===== src/rtl/serial_paralelo_align_if.sv =====
// Serial receive link bundle: one serial bit in, aligned word and link status out.
interface serial_paralelo_align_if #(
  parameter int unsigned WIDTH = 8
);
  logic             data_in;
  logic [WIDTH-1:0] data_out;
  logic             valid_out;
  logic             active;
  logic             sync_lost;

  // Bit source / word consumer side
  modport master (
    output data_in,
    input  data_out,
    input  valid_out,
    input  active,
    input  sync_lost
  );

  // Deserializer side
  modport slave (
    input  data_in,
    output data_out,
    output valid_out,
    output active,
    output sync_lost
  );
endinterface


===== src/rtl/serial_paralelo_align.sv =====
// Serial-to-parallel deserializer with comma hunt, lock confirmation and loss-of-sync detection.
module serial_paralelo_align #(
  parameter int unsigned     WIDTH      = 8,
  parameter logic [WIDTH-1:0] COMMA     = WIDTH'(8'hBC),
  parameter int unsigned     LOCK_COUNT = 4,
  parameter int unsigned     LOSS_COUNT = 2
) (
  input  logic                     clk_32f,
  input  logic                     reset,
  serial_paralelo_align_if.slave   lnk
);

  localparam int unsigned BIT_W = $clog2(WIDTH);
  localparam int unsigned CC_W  = $clog2(LOCK_COUNT + 1);
  localparam int unsigned MC_W  = $clog2(LOSS_COUNT + 1);

  localparam logic [BIT_W-1:0] LAST_BIT      = BIT_W'(WIDTH - 1);
  localparam logic [CC_W-1:0]  LOCK_MAX      = CC_W'(LOCK_COUNT);
  localparam logic [MC_W-1:0]  LOSS_MAX      = MC_W'(LOSS_COUNT);
  localparam logic             LOCK_ON_FIRST = (LOCK_COUNT == 1);

  typedef enum logic [1:0] {
    HUNT  = 2'd0,
    CHECK = 2'd1,
    SYNC  = 2'd2
  } state_e;

  state_e           state_q;
  // Only the newest WIDTH-1 bits are kept; the incoming bit completes the window.
  logic [WIDTH-2:0] sr_q;
  logic [BIT_W-1:0] bit_cnt_q;
  logic [CC_W-1:0]  comma_cnt_q;
  logic [MC_W-1:0]  mis_cnt_q;
  logic [WIDTH-1:0] data_out_q;
  logic             valid_q;
  logic             active_q;
  logic             sync_lost_q;

  logic [WIDTH-1:0] nw_c;
  logic             comma_c;
  logic             boundary_c;
  logic [BIT_W-1:0] bit_cnt_d;
  logic [CC_W-1:0]  comma_cnt_d;
  logic [MC_W-1:0]  mis_cnt_d;

  // Window including the bit sampled at this edge, word boundary and saturating counter steps
  assign nw_c        = {sr_q, lnk.data_in};
  assign comma_c     = (nw_c == COMMA);
  assign boundary_c  = (bit_cnt_q == LAST_BIT);
  assign bit_cnt_d   = boundary_c ? '0 : bit_cnt_q + BIT_W'(1);
  assign comma_cnt_d = (comma_cnt_q == LOCK_MAX) ? comma_cnt_q : comma_cnt_q + CC_W'(1);
  assign mis_cnt_d   = (mis_cnt_q == LOSS_MAX) ? mis_cnt_q : mis_cnt_q + MC_W'(1);

  // Alignment FSM, shift register and registered outputs
  always_ff @(posedge clk_32f) begin
    if (!reset) begin
      state_q     <= HUNT;
      sr_q        <= '0;
      bit_cnt_q   <= '0;
      comma_cnt_q <= '0;
      mis_cnt_q   <= '0;
      data_out_q  <= '0;
      valid_q     <= 1'b0;
      active_q    <= 1'b0;
      sync_lost_q <= 1'b0;
    end else begin
      sr_q        <= nw_c[WIDTH-2:0];
      sync_lost_q <= 1'b0;
      case (state_q)
        HUNT: begin
          if (comma_c) begin
            bit_cnt_q   <= '0;
            comma_cnt_q <= CC_W'(1);
            mis_cnt_q   <= '0;
            state_q     <= LOCK_ON_FIRST ? SYNC : CHECK;
            active_q    <= LOCK_ON_FIRST;
          end
        end
        CHECK: begin
          bit_cnt_q <= bit_cnt_d;
          if (boundary_c) begin
            if (comma_c) begin
              comma_cnt_q <= comma_cnt_d;
              if (comma_cnt_d == LOCK_MAX) begin
                state_q   <= SYNC;
                active_q  <= 1'b1;
                mis_cnt_q <= '0;
              end
            end else begin
              state_q     <= HUNT;
              comma_cnt_q <= '0;
            end
          end
        end
        SYNC: begin
          bit_cnt_q <= bit_cnt_d;
          if (boundary_c) begin
            if (comma_c) begin
              data_out_q <= '0;
              valid_q    <= 1'b0;
              mis_cnt_q  <= '0;
            end else begin
              data_out_q <= nw_c;
              valid_q    <= 1'b1;
            end
          end else if (comma_c) begin
            mis_cnt_q <= mis_cnt_d;
            // A comma off the word grid means the lane slipped; count it toward loss.
            if (mis_cnt_d == LOSS_MAX) begin
              state_q     <= HUNT;
              active_q    <= 1'b0;
              valid_q     <= 1'b0;
              data_out_q  <= '0;
              sync_lost_q <= 1'b1;
              mis_cnt_q   <= '0;
              comma_cnt_q <= '0;
            end
          end
        end
        default: begin
          state_q <= HUNT;
        end
      endcase
    end
  end

  assign lnk.data_out  = data_out_q;
  assign lnk.valid_out = valid_q;
  assign lnk.active    = active_q;
  assign lnk.sync_lost = sync_lost_q;

endmodule


===== src/flat_wrapper.sv =====
// flat-port wrapper written by rule: the top's interface ports become plain ports
module serial_paralelo_align_flat 
#(
  parameter int unsigned     WIDTH      = 8,
  parameter logic [WIDTH-1:0] COMMA     = WIDTH'(8'hBC),
  parameter int unsigned     LOCK_COUNT = 4,
  parameter int unsigned     LOSS_COUNT = 2
)
  (clk_32f, reset, lnk_data_in, lnk_data_out, lnk_valid_out, lnk_active, lnk_sync_lost);
  serial_paralelo_align_if #(.WIDTH(WIDTH)) lnk_i ();
  input  logic clk_32f;
  input  logic reset;
  input wire logic [$bits(lnk_i.data_in)-1:0] lnk_data_in;
  output wire logic [$bits(lnk_i.data_out)-1:0] lnk_data_out;
  output wire logic [$bits(lnk_i.valid_out)-1:0] lnk_valid_out;
  output wire logic [$bits(lnk_i.active)-1:0] lnk_active;
  output wire logic [$bits(lnk_i.sync_lost)-1:0] lnk_sync_lost;
  assign lnk_i.data_in = lnk_data_in;
  assign lnk_data_out = lnk_i.data_out;
  assign lnk_valid_out = lnk_i.valid_out;
  assign lnk_active = lnk_i.active;
  assign lnk_sync_lost = lnk_i.sync_lost;
  serial_paralelo_align #(.WIDTH(WIDTH), .COMMA(COMMA), .LOCK_COUNT(LOCK_COUNT), .LOSS_COUNT(LOSS_COUNT)) u_core (.clk_32f(clk_32f), .reset(reset), .lnk(lnk_i));
endmodule

===== config.mk =====
export PLATFORM = sky130hd
export DESIGN_NAME = serial_paralelo_align_flat
export DESIGN_NICKNAME = d
export VERILOG_FILES = /design/src/rtl/serial_paralelo_align_if.sv /design/src/rtl/serial_paralelo_align.sv /design/src/flat_wrapper.sv
export SDC_FILE = /design/constraint.sdc
export NUM_CORES = 1
export LEC_CHECK = 0
export CORE_ASPECT_RATIO = 1.4
export CORE_MARGIN = 5
export CORE_UTILIZATION = 55
export DETAILED_ROUTE_END_ITERATION = 12
export PLACE_DENSITY = 0.79
export SLEW_MARGIN = 20
export SYNTH_ARGS = -nofsm -noshare
export SYNTH_HDL_FRONTEND = slang
export SYNTH_SLANG_ARGS = --single-unit

===== constraint.sdc =====
create_clock -name clk_32f -period 2.95 [get_ports clk_32f]
set_clock_uncertainty 0.05 [all_clocks]
set_input_delay 0.4425 -clock clk_32f [delete_from_list [all_inputs] [get_ports clk_32f]]
set_output_delay 0.4425 -clock clk_32f [all_outputs]
set_load 0.02 [all_outputs]

==> impl_table.tex <==
\begin{tabular}{lr}
\hline
Metric & Value \\
\hline
\multicolumn{2}{l}{\textbf{Run status}} \\
\quad Status & completed \\
\multicolumn{2}{l}{\textbf{Clock network}} \\
\quad Maximum buffer depth of the clock tree & 2 \\
\quad Post-cts resize count & 0 \\
\quad Clock slew at the register clock pins of the worst setup and hold paths & roughly 150 ps \\
\quad Sink count of the clock tree & 28 \\
\quad Clock tree from TritonCTS & built \\
\quad Total of hold buffers inserted after clock tree synthesis & 0 \\
\quad Insertion delay to the later sink of the worst-skew pair & around 330 ps \\
\quad CTS H-tree depth & 1 \\
\quad Total CTS buffers & 3 \\
\quad Post-CTS setup buffer count & 0 \\
\quad Cell at the root of the clock tree & sky130\_fd\_sc\_hd\_\_clkbuf\_4 \\
\multicolumn{2}{l}{\textbf{Yosys}} \\
\quad Ranking of synthesized cells by area & sky130\_fd\_sc\_hd\_\_dfxtp\_1 40\%, sky130\_fd\_sc\_hd\_\_ha\_1 8.9\%, sky130\_fd\_sc\_hd\_\_a21oi\_1 5.3\% \\
\quad Area share of xor/xnor cells in the synthesized design & 0 \\
\quad Share of flip-flops with an asynchronous set or reset after synthesis & 0 \\
\quad Share of Yosys cell area claimed by the top area cell type & 0.3982 \\
\quad Mean instance size in the synthesized netlist & between 8 and 9 sq um \\
\quad Synthesized area & about 0.0014 sq mm \\
\quad Sequential cell area fraction in the yosys report & 0.3982 \\
\quad Simple logic cell fraction of the synthesized area & 0.2027 \\
\quad Fraction of synthesized area in multiplexers & 0.007111 \\
\quad Synthesis-stage register bit count & 28 \\
\quad Gate Count Post-Synth & between 150 and 200 \\
\quad Total of warnings raised by yosys & 0 \\
\quad Compound-Gate Fraction of Synth Area & 0.2462 \\
\quad Largest family of logic cells by synthesized area & compound AO/OA/AOI/OAI gates \\
\quad Main flop type after synthesis & sky130\_fd\_sc\_hd\_\_dfxtp\_1 \\
\quad Syn Nets & between 150 and 200 \\
\quad Arithmetic-cell share of the synthesized area counting full adders, half adders and majority gates & 0.08889 \\
\quad Cell taking the most area after synthesis & sky130\_fd\_sc\_hd\_\_dfxtp\_1 \\
\quad Number of unique standard cell types used by synthesis & 42 \\
\quad Number of flops mapped to enable cells by yosys & 0 \\
\multicolumn{2}{l}{\textbf{Global route}} \\
\quad Pin count of the biggest net entering global routing & 17 \\
\quad Routing usage on met2 & 0.3163 \\
\quad Number of global-route vias before repair & around 1200 \\
\quad Grt met3 use & 0.03617 \\
\quad Most Used Layer, Global Route & met2 \\
\quad GR met1 Demand/Resource & 0.2197 \\
\quad Global-route wire length before repair & 5388 um \\
\quad GR Util All Layers & 0.1863 \\
\quad Antenna violations before repair & 0 \\
\quad Congestion Overflow GR & 0 \\
\multicolumn{2}{l}{\textbf{Timing}} \\
\quad Slew margin rel. & 0.5993 \\
\quad Worst slew pin tran & 596.5 ps \\
\quad Pins Over Slew Limit & 0 \\
\quad Number of failing hold endpoints at the final stage & 0 \\
\quad Final TNS setup & 0 ps \\
\quad Highest clock frequency the design can meet & roughly 440 MHz \\
\quad Post-route fraction of the period consumed by the critical path & 0.7791 \\
\quad Setup repair after global routing missed its margin & false \\
\quad Clock period minus final worst setup slack & between 2000 and 2500 ps \\
\quad Final setup violation count & 0 \\
\multicolumn{2}{l}{\textbf{Die}} \\
\quad Initial cell density of the core & 0.5823 \\
\quad Floorplan die width & between 50 and 60 um \\
\quad Cell Rows & 21 \\
\quad Area of the core & roughly 0.0024 sq mm \\
\quad Total die area & $\sim$0.0037 sq mm \\
\quad Count of boundary I/O pins & 14 \\
\quad Die outline height & $\sim$70 um \\
\multicolumn{2}{l}{\textbf{Finish}} \\
\quad Register cell area after layout & about 560 sq um \\
\quad Layout net count & $\sim$180 \\
\quad Area added between synthesis and finish & 13.42\% \\
\quad Utilization after layout & 0.6605 \\
\quad Multi-input logic area & 767.0 sq um \\
\quad Fraction of layout cells with a size suffix above 1 & 0.07101 \\
\quad Number of antenna cells inserted & 0 \\
\quad Layout fillers & $\sim$220 \\
\quad Number of standard cells in the final layout excluding fillers & a little over 200 \\
\multicolumn{2}{l}{\textbf{Place}} \\
\quad Number of input and output port buffers inserted & 13 \\
\quad Post-detail-place hpwl & around 2400 um \\
\quad Post-placement cell count & $\sim$200 \\
\quad RePlAce Congestion & about 1.0 \\
\multicolumn{2}{l}{\textbf{Worst hold path}} \\
\quad Hold crit path type & reg2reg \\
\quad Instance count along the most critical hold path & 2 \\
\multicolumn{2}{l}{\textbf{Worst setup path}} \\
\quad Cell with the largest stage delay on the worst path & sky130\_fd\_sc\_hd\_\_or4\_1 \\
\quad Depth of the most critical reg-to-reg path & 6 \\
\quad Largest stage delay, worst path & around 540 ps \\
\quad Stages on the worst setup path & 6 \\
\quad Worst setup path class & reg2reg \\
\quad Number of buffer and inverter stages on the critical path & 0 \\
\quad Arrival @ worst endpoint & between 2000 and 3000 ps \\
\quad Critical path startpoint category & flop \\
\quad Data required, critical path & 3170 ps \\
\quad Series of cell instances along the critical path & ha\_1 > ha\_1 > nand2b\_1 > a211o\_1 > or4\_1 > a21oi\_1 \\
\quad Critical path's top delay family & simple AND/OR/NAND/NOR gates \\
\quad Critical path's most frequent cell & sky130\_fd\_sc\_hd\_\_ha\_1 \\
\quad Nature of the critical path endpoint & flop \\
\quad CP Max Fanout & 10 \\
\multicolumn{2}{l}{\textbf{Detailed routing}} \\
\quad Routed Antenna Nets & 0 \\
\quad Vias per cell & $\sim$6 \\
\quad Overall via count from detail\_route & roughly 1200 \\
\quad Wire length after detailed routing & 3073 um \\
\quad Remaining DRCs & 0 \\
\quad First drt pass iteration count & 4 \\
\quad Routed length per instance & $\sim$15 um \\
\quad Detailed router's first-iteration violation count & 54 \\
\multicolumn{2}{l}{\textbf{Run}} \\
\quad Count of maximum capacitance violations & 0 \\
\multicolumn{2}{l}{\textbf{Power}} \\
\quad Leakage power total & 0.5786 nW \\
\quad Pwr Density & 500.4 mW/mm\^{}2 \\
\quad Maximum vdd drop & about 0.39 mV \\
\hline
\end{tabular}
## layer usage
metal  up-vias  routed length, um
li1        608                  -
met1       574               1270
met2        29               1616
met3         9                114
met4         0                 72
met5         -                  0
## power by group
group,switching [mW],internal (mW),total (mW)
Sequential,0.0135,0.392,0.405
Combinational,0.128,0.0804,0.209
Clock,0.110,0.0755,0.185
Total,0.251,0.547,0.799
## Yosys cell counts, drive strengths merged (2+ instances only)
master  count
nor3        2
dfxtp      28
nor2        6
and2        7
o211ai      2
a21oi      15
clkbuf      7
a211o       2
a31o        2
o21ai      11
a31oi       3
nand2b      3
a211oi      3
nor4        3
a32o        4
nand4       2
nand2       8
buf         2
ha         10
nand3       8
inv        10
## layout make-up
cell class | count | share of cell area
clock buffers | 4 | 0.02273
inverters | 10 | 0.02351
multi-input cells | 111 | 0.4804
flip-flops and latches | 28 | 0.3511
well taps | 34 | 0.02665
repair buffers | 16 | 0.09561
## sequential cells by signal, summed over array words and instances (netlist names)
name,cells
u_core.lnk.data_out,8
u_core.sr_q,7
u_core.bit_cnt_q,3
u_core.comma_cnt_q,3
u_core.mis_cnt_q,2
u_core.state_q,2
u_core.lnk.active,1
u_core.lnk.sync_lost,1
u_core.lnk.valid_out,1
## cell families (layout without fill, tap and decap cells)
kind of cell	Yosys count	count (layout)
AO/OA/AOI/OAI	51	51
buffers and inverters	19	30
multiplexers	1	1
flip-flops	28	28
AND/OR/NAND/NOR	49	49
adder cells (fa/ha/maj)	10	10
## path summary, 6_finish.rpt
kind	to	from	slack [ps]
setup / recovery	u_core.comma_cnt_q[1]	u_core.bit_cnt_q[0]	650
hold reg to reg	u_core.lnk.data_out[5]	u_core.lnk.data_out[5]	410
setup reg to reg	u_core.comma_cnt_q[1]	u_core.bit_cnt_q[0]	650
hold / removal	u_core.lnk.data_out[5]	u_core.lnk.data_out[5]	410
## worst register-to-register path, stage by stage (launching register included)
cell and delay [ps]:
sky130_fd_sc_hd__dfxtp_1 360, sky130_fd_sc_hd__ha_1 200, sky130_fd_sc_hd__ha_1 300, sky130_fd_sc_hd__nand2b_1 270, sky130_fd_sc_hd__a211o_1 380, sky130_fd_sc_hd__or4_1 540, sky130_fd_sc_hd__a21oi_1 150
## layout by cell type, fill, tap and decap left out, drive strengths merged, types with 2 or more instances in the layout
cell            n
nor4            3
ha             10
a21oi          15
buf             3
nand4           2
a211oi          3
and2            7
inv            10
clkdlybuf4s50  13
o211ai          2
nor2            6
nand3           8
clkbuf          4
a211o           2
nand2           8
a31o            2
dfxtp          28
nor3            2
o21ai          11
a32o            4
a31oi           3
nand2b          3
## metrics by stage
step | worst slack, ps | instance area, sq um | power [mW] | hold WS [ps]
2_1_floorplan | 870.3 | 1408 | 0.5704 | 376.6
5_1_grt | 543.3 | 1597 | 0.8468 | 439.0
6_report | 651.8 | 1597 | 0.7989 | 414.3
3_3_place_gp | 698.9 | 1560 | 0.6103 | 387.2
4_1_cts | 671.6 | 1597 | 0.7985 | 416.1
3_5_place_dp | 657.3 | 1560 | 0.6169 | 394.9
(Power assumes the default switching activity.)
==> RTL edit 1, RTL diff (same flow settings) <==
Encoding of `state_e`: now one-hot (3 bits for 3 states).
--- a/src/rtl/serial_paralelo_align.sv
+++ b/src/rtl/serial_paralelo_align.sv
@@ -19,10 +19,10 @@
   localparam logic [MC_W-1:0]  LOSS_MAX      = MC_W'(LOSS_COUNT);
   localparam logic             LOCK_ON_FIRST = (LOCK_COUNT == 1);
 
-  typedef enum logic [1:0] {
-    HUNT  = 2'd0,
-    CHECK = 2'd1,
-    SYNC  = 2'd2
+  typedef enum logic [2:0] {
+    HUNT  = 3'b001,
+    CHECK = 3'b010,
+    SYNC  = 3'b100
   } state_e;
 
   state_e           state_q;
Function: no difference found for any inputs over 10 cycles, from zero or initial values and one cycle with reset low; not proved beyond that.
==> RTL edit 1 against the unedited design <==
  * Synthesized area is 5.6% lower
  * Non-clock buffer count is 1 higher
  * Sequential cell count is 1 higher
  * Sequential share of layout area is 2.2 points higher
  * Die area is 4.7% lower
  * Worst setup slack worse by 0.013 ns
  * Wire length is 8.0% lower
  * Final area is 2.4% lower
  * Critical path type unchanged
  * Highest routed layer unchanged
Power is not compared: it rests on default switching activity, and its combinational part moved more than twofold at a synthesized area within 25%.
==> RTL edit 1: results (changes against the unedited design) <==
Yosys
  • Synth area leaders: dfxtp_1, a22o_1, and2_1 (was dfxtp_1, ha_1, a21oi_1)
  • Syn Nets: 146 (was 171)
  • Post-synthesis compound-gate area fraction: 23.2% (was 24.6%)
  • Seq/Total Area, Yosys: 43.7% (was 39.8%)
  • Synth Area in Adders: 4.71% (was 8.89%)
  • Synth unique cells: 41 (was 42)
  • Synth Area per Inst: 9.63 um^2 (was 8.91 um^2)
  • Mux share of post-synthesis cell area: 0% (was 0.711%)
  • Synthesized-area fraction occupied by xor and xnor cells: 1.32% (was 0%)
  • Leading cell types by count after synthesis: dfxtp_1, a21oi_1, and2_1, a22o_1, nor2_1 (was dfxtp_1, a21oi_1, o21ai_0, ha_1, inv_1)
  • YS warnings: 0 (unchanged)

Setup path
  • Critical path's largest stage delay: 0.52 ns (was 0.54 ns)
  • Critical Path Fanout Max: 7 (was 10)
  • Slowest CP cell: or3b_2 (was or4_1)
  • Worst EP arrival: 2.48 ns (was 2.52 ns)

GRT
  • GR Util met3: 6.10% (was 3.62%)
  • First-pass GRT wire length: 4.89 mm (was 5.39 mm)
  • Vias in the first global route: 1101 (was 1225)
  • GRT Total Usage: 18.9% (was 18.6%)
  • Met2 global-route usage: 32.3% (was 31.6%)
  • Met1 Usage GRT: 21.1% (was 22.0%)

Routing
  • 1st-iter DRT viols: 32 (was 54)
  • WL/cell: 15.6 um (was 15.1 um)
  • Drt pass-1 iters: 6 (was 4)
  • Avg Vias per Cell: 6.07 (was 6.01)
  • Met2 routed WL: 1.48 mm (was 1.62 mm)
  • Routed wl met3: 92 um (was 114 um)
  • Met1 wire length: 1.21 mm (was 1.27 mm)
  • Highest metal layer with signal wires: met4 (unchanged)

Min path
  • Worst Hold Class: reg -> reg (unchanged)

Clock network
  • CTS Buf Count: 5 (was 3)
  • Cts repair resizes: 0 (unchanged)
  • H-tree depth: 2 (was 1)
  • CTS clk-pin slew, worst paths: 0.09 ns (was 0.15 ns)
  • CTS root buffer: clkbuf_4 (unchanged)

Layout
  • Fill cells: 198 (was 218)
  • Fin area: 1560 um^2 (was 1600 um^2)
  • Fraction of layout cells with a size suffix above 1: 13.3% (was 7.10%)
  • Fin cells: 181 (was 203)

Pwr
  • Sequential Power Share: 53.7%
  • Seq group: 414 uW
  • VDD IR-drop max: 0.000340 V

Timing
  • Final Critical Period: 2.31 ns (was 2.30 ns)
  • WHS: 0.419 ns (was 0.414 ns)
  • Tightest Pin Transition: 0.553 ns (was 0.597 ns)

Place
  • DP Worst Slack: 0.473 ns (was 0.657 ns)
  • RePlAce Congestion: 0.774 (was 1.02)
  • Placed cell area: 1490 um^2 (was 1560 um^2)
  • DP Wirelength: 2.07 mm (was 2.38 mm)
  • Placed cell count: 173 (was 199)

Run status
  • Status: finished clean (unchanged)
[RTL edit 1: cell count changes after synthesis, sizes merged, moves of 4 or more]
cell | unedited run | this run
a22o | 0 | 8
o21ai | 11 | 4
clkbuf | 7 | 1
ha | 10 | 5
inv | 10 | 5
a32o | 4 | 0
and2 | 7 | 11
[RTL edit 1: cell type report]
class	count	area share [%]
Clock buffer	7	4.18
Multi-Input combinational cell	98	44.7
Inverter	6	1.45
Tap cell	23	1.85
Sequential cell	29	37.3
Clock inverter	1	0.321
Timing Repair Buffer	17	10.3
[RTL edit 1: worst paths after layout]
| kind | depth (start not counted) | from | to |
|---|---|---|---|
| worst max register to register | 7 | u_core.comma_cnt_q[0] | u_core.mis_cnt_q[0] |
| worst min-delay path | 2 | u_core.mis_cnt_q[1] | u_core.mis_cnt_q[1] |
| worst min register to register | 2 | u_core.mis_cnt_q[1] | u_core.mis_cnt_q[1] |
| worst max-delay path | 7 | u_core.comma_cnt_q[0] | u_core.mis_cnt_q[0] |
==> RTL edit 2, RTL diff (same flow settings) <==
Without the edit above. `LOCK_COUNT` is set to 4 in 2 places; all go to 8.
--- a/src/rtl/serial_paralelo_align.sv
+++ b/src/rtl/serial_paralelo_align.sv
@@ -2,7 +2,7 @@
 module serial_paralelo_align #(
   parameter int unsigned     WIDTH      = 8,
   parameter logic [WIDTH-1:0] COMMA     = WIDTH'(8'hBC),
-  parameter int unsigned     LOCK_COUNT = 4,
+  parameter int unsigned     LOCK_COUNT = 8,
   parameter int unsigned     LOSS_COUNT = 2
 ) (
   input  logic                     clk_32f,
--- a/src/flat_wrapper.sv
+++ b/src/flat_wrapper.sv
@@ -3,7 +3,7 @@
 #(
   parameter int unsigned     WIDTH      = 8,
   parameter logic [WIDTH-1:0] COMMA     = WIDTH'(8'hBC),
-  parameter int unsigned     LOCK_COUNT = 4,
+  parameter int unsigned     LOCK_COUNT = 8,
   parameter int unsigned     LOSS_COUNT = 2
 )
   (clk_32f, reset, lnk_data_in, lnk_data_out, lnk_valid_out, lnk_active, lnk_sync_lost);
Formal check against the unedited RTL: same outputs for any inputs over 10 cycles, from zero or initial values and one cycle with reset low; that may be too few to reach the edited logic, so the function may still have changed.
==> RTL edit 2 against the unedited design <==
  * Sequential cell count increased by 1
  * Wire length increased by 5.2%
  * Final cell count increased by 7.4%
  * Synthesized area increased by 7.7%
  * Sequential power increased by 4%
  * Final area increased by 6.2%
  * Total power increased by 12%
  * Maximum frequency decreased by 2.1%
  * Clock power increased by 35%
  * Core utilization decreased by 1.9 points
  * Worst setup slack got worse by 0.050 ns
  * Critical path depth increased by 1
==> RTL edit 2: results (changes against the unedited design) <==
Run status
  • Status: finished clean (unchanged)

Clock network
  • CTS root buffer: clkbuf_4 (unchanged)
  • Post-CTS Setup Bufs: 0 (unchanged)
  • CTS clk-pin slew, worst paths: 0.09 ns (was 0.15 ns)
  • CTS Buf Count: 5 (was 3)
  • H-tree depth: 2 (was 1)

GRT
  • First-pass GRT wire length: 5.66 mm (was 5.39 mm)
  • Vias in the first global route: 1257 (was 1225)
  • GRT Total Usage: 19.4% (was 18.6%)
  • Largest net degree at the start of global routing: 20 (was 17)

Setup path
  • Setup crit end: u_core.comma_cnt_q[2] (was u_core.comma_cnt_q[1])
  • R2R Setup Slk: 0.60 ns (was 0.65 ns)
  • Critical Path Fanout Max: 14 (was 10)
  • Worst R2R Path Depth: 7 (was 6)
  • Worst EP arrival: 2.57 ns (was 2.52 ns)

Yosys
  • Leading cell types by count after synthesis: dfxtp_1, nand2_1, ha_1, inv_1, nor2_1 (was dfxtp_1, a21oi_1, o21ai_0, ha_1, inv_1)
  • Synth Area in Adders: 7.43% (was 8.89%)
  • Seq/Total Area, Yosys: 38.3% (was 39.8%)
  • Synth area leaders: dfxtp_1, ha_1, nand2_1 (was dfxtp_1, ha_1, a21oi_1)
  • Mux share of post-synthesis cell area: 1.98% (was 0.711%)
  • Synth unique cells: 47 (was 42)
  • Syn Nets: 181 (was 171)
  • Post-synthesis compound-gate area fraction: 19.2% (was 24.6%)

Routing
  • 1st-iter DRT viols: 29 (was 54)
  • Met1 wire length: 1.26 mm (was 1.27 mm)
  • WL final: 3.23 mm (was 3.07 mm)
  • Met2 routed WL: 1.75 mm (was 1.62 mm)
  • Highest metal layer with signal wires: met4 (unchanged)
  • Avg Vias per Cell: 5.75 (was 6.01)
  • Routed wl met3: 141 um (was 114 um)

Layout
  • Fraction of layout cells with a size suffix above 1: 8.79% (was 7.10%)
  • Fill cells: 232 (was 218)
  • Fin nets: 194 (was 183)

Pwr
  • Net Sw Frac: 32.1% (was 31.5%)
  • VDD IR-drop max: 0.000464 V (was 0.000394 V)

Place
  • DP Worst Slack: 0.507 ns (was 0.657 ns)
  • DP Wirelength: 2.35 mm (was 2.38 mm)
  • RePlAce Congestion: 0.797 (was 1.02)

Timing
  • Fmax achieved: 426 MHz (was 435 MHz)
  • WHS: 0.398 ns (was 0.414 ns)

Min path
  • Min-delay src: u_core.mis_cnt_q[1] (was u_core.lnk.data_out[5])
==> RTL edit 2: cell families after synthesis <==
family	count (synthesis)
simple gates	72
fa+ha+maj	9
mux	3
compound gates	39
flops	29
buf+inv	17
==> RTL edit 2: how the worst min path moves through the flow <==
stage | endpoint | cells after the start
2_1_floorplan | u_core.mis_cnt_q[1] | 2
3_3_place_gp | u_core.mis_cnt_q[1] | 2
3_5_place_dp | u_core.mis_cnt_q[1] | 2
4_1_cts | u_core.mis_cnt_q[1] | 2
5_1_grt | u_core.mis_cnt_q[1] | 2
6_report | u_core.mis_cnt_q[1] | 2
==> RTL edit 2: through the flow <==
stage	std cells	instance area (um^2)	util [%]
3_3_place_gp	211	1640	62.1
4_1_cts	218	1700	64.2
5_1_grt	218	1700	64.2
3_5_place_dp	211	1640	62.1
6_report	218	1700	64.2
2_1_floorplan	169	1520	-
==> RTL edit 2: power groups by stage <==
stage / logic, uW / clock network, uW / registers, uW
floorplan: 188 / 0 / 429
global route: 251 / 265 / 426
CTS: 223 / 246 / 422
finish: 224 / 249 / 422
detailed placement: 221 / 0 / 431
global placement: 212 / 0 / 431
==> RTL edit 2: layer usage <==
metal	global-route usage, %	vias to the layer above
li1	-	624
met1	21.4	596
met2	32.9	26
met3	5.75	8
met4	8.86	0
met5	0	-
==> RTL edit 2: cell type report <==
type / count / area (um^2) / area share (%)
multi-input combinational: 123 / 843 / 49.7
sequential: 29 / 581 / 34.2
timing repair buffer: 14 / 138 / 8.12
clock buffer: 7 / 55.1 / 3.25
tap: 36 / 45.0 / 2.66
inverter: 9 / 33.8 / 1.99
==> RTL edit 2: worst max-delay path: stages (launching register included) <==
cell	delay [ns]
dfxtp_1	0.35
ha_1	0.20
ha_1	0.34
or2b_2	0.36
nand2_1	0.14
o2111ai_4	0.16
or4_1	0.53
a21boi_1	0.15
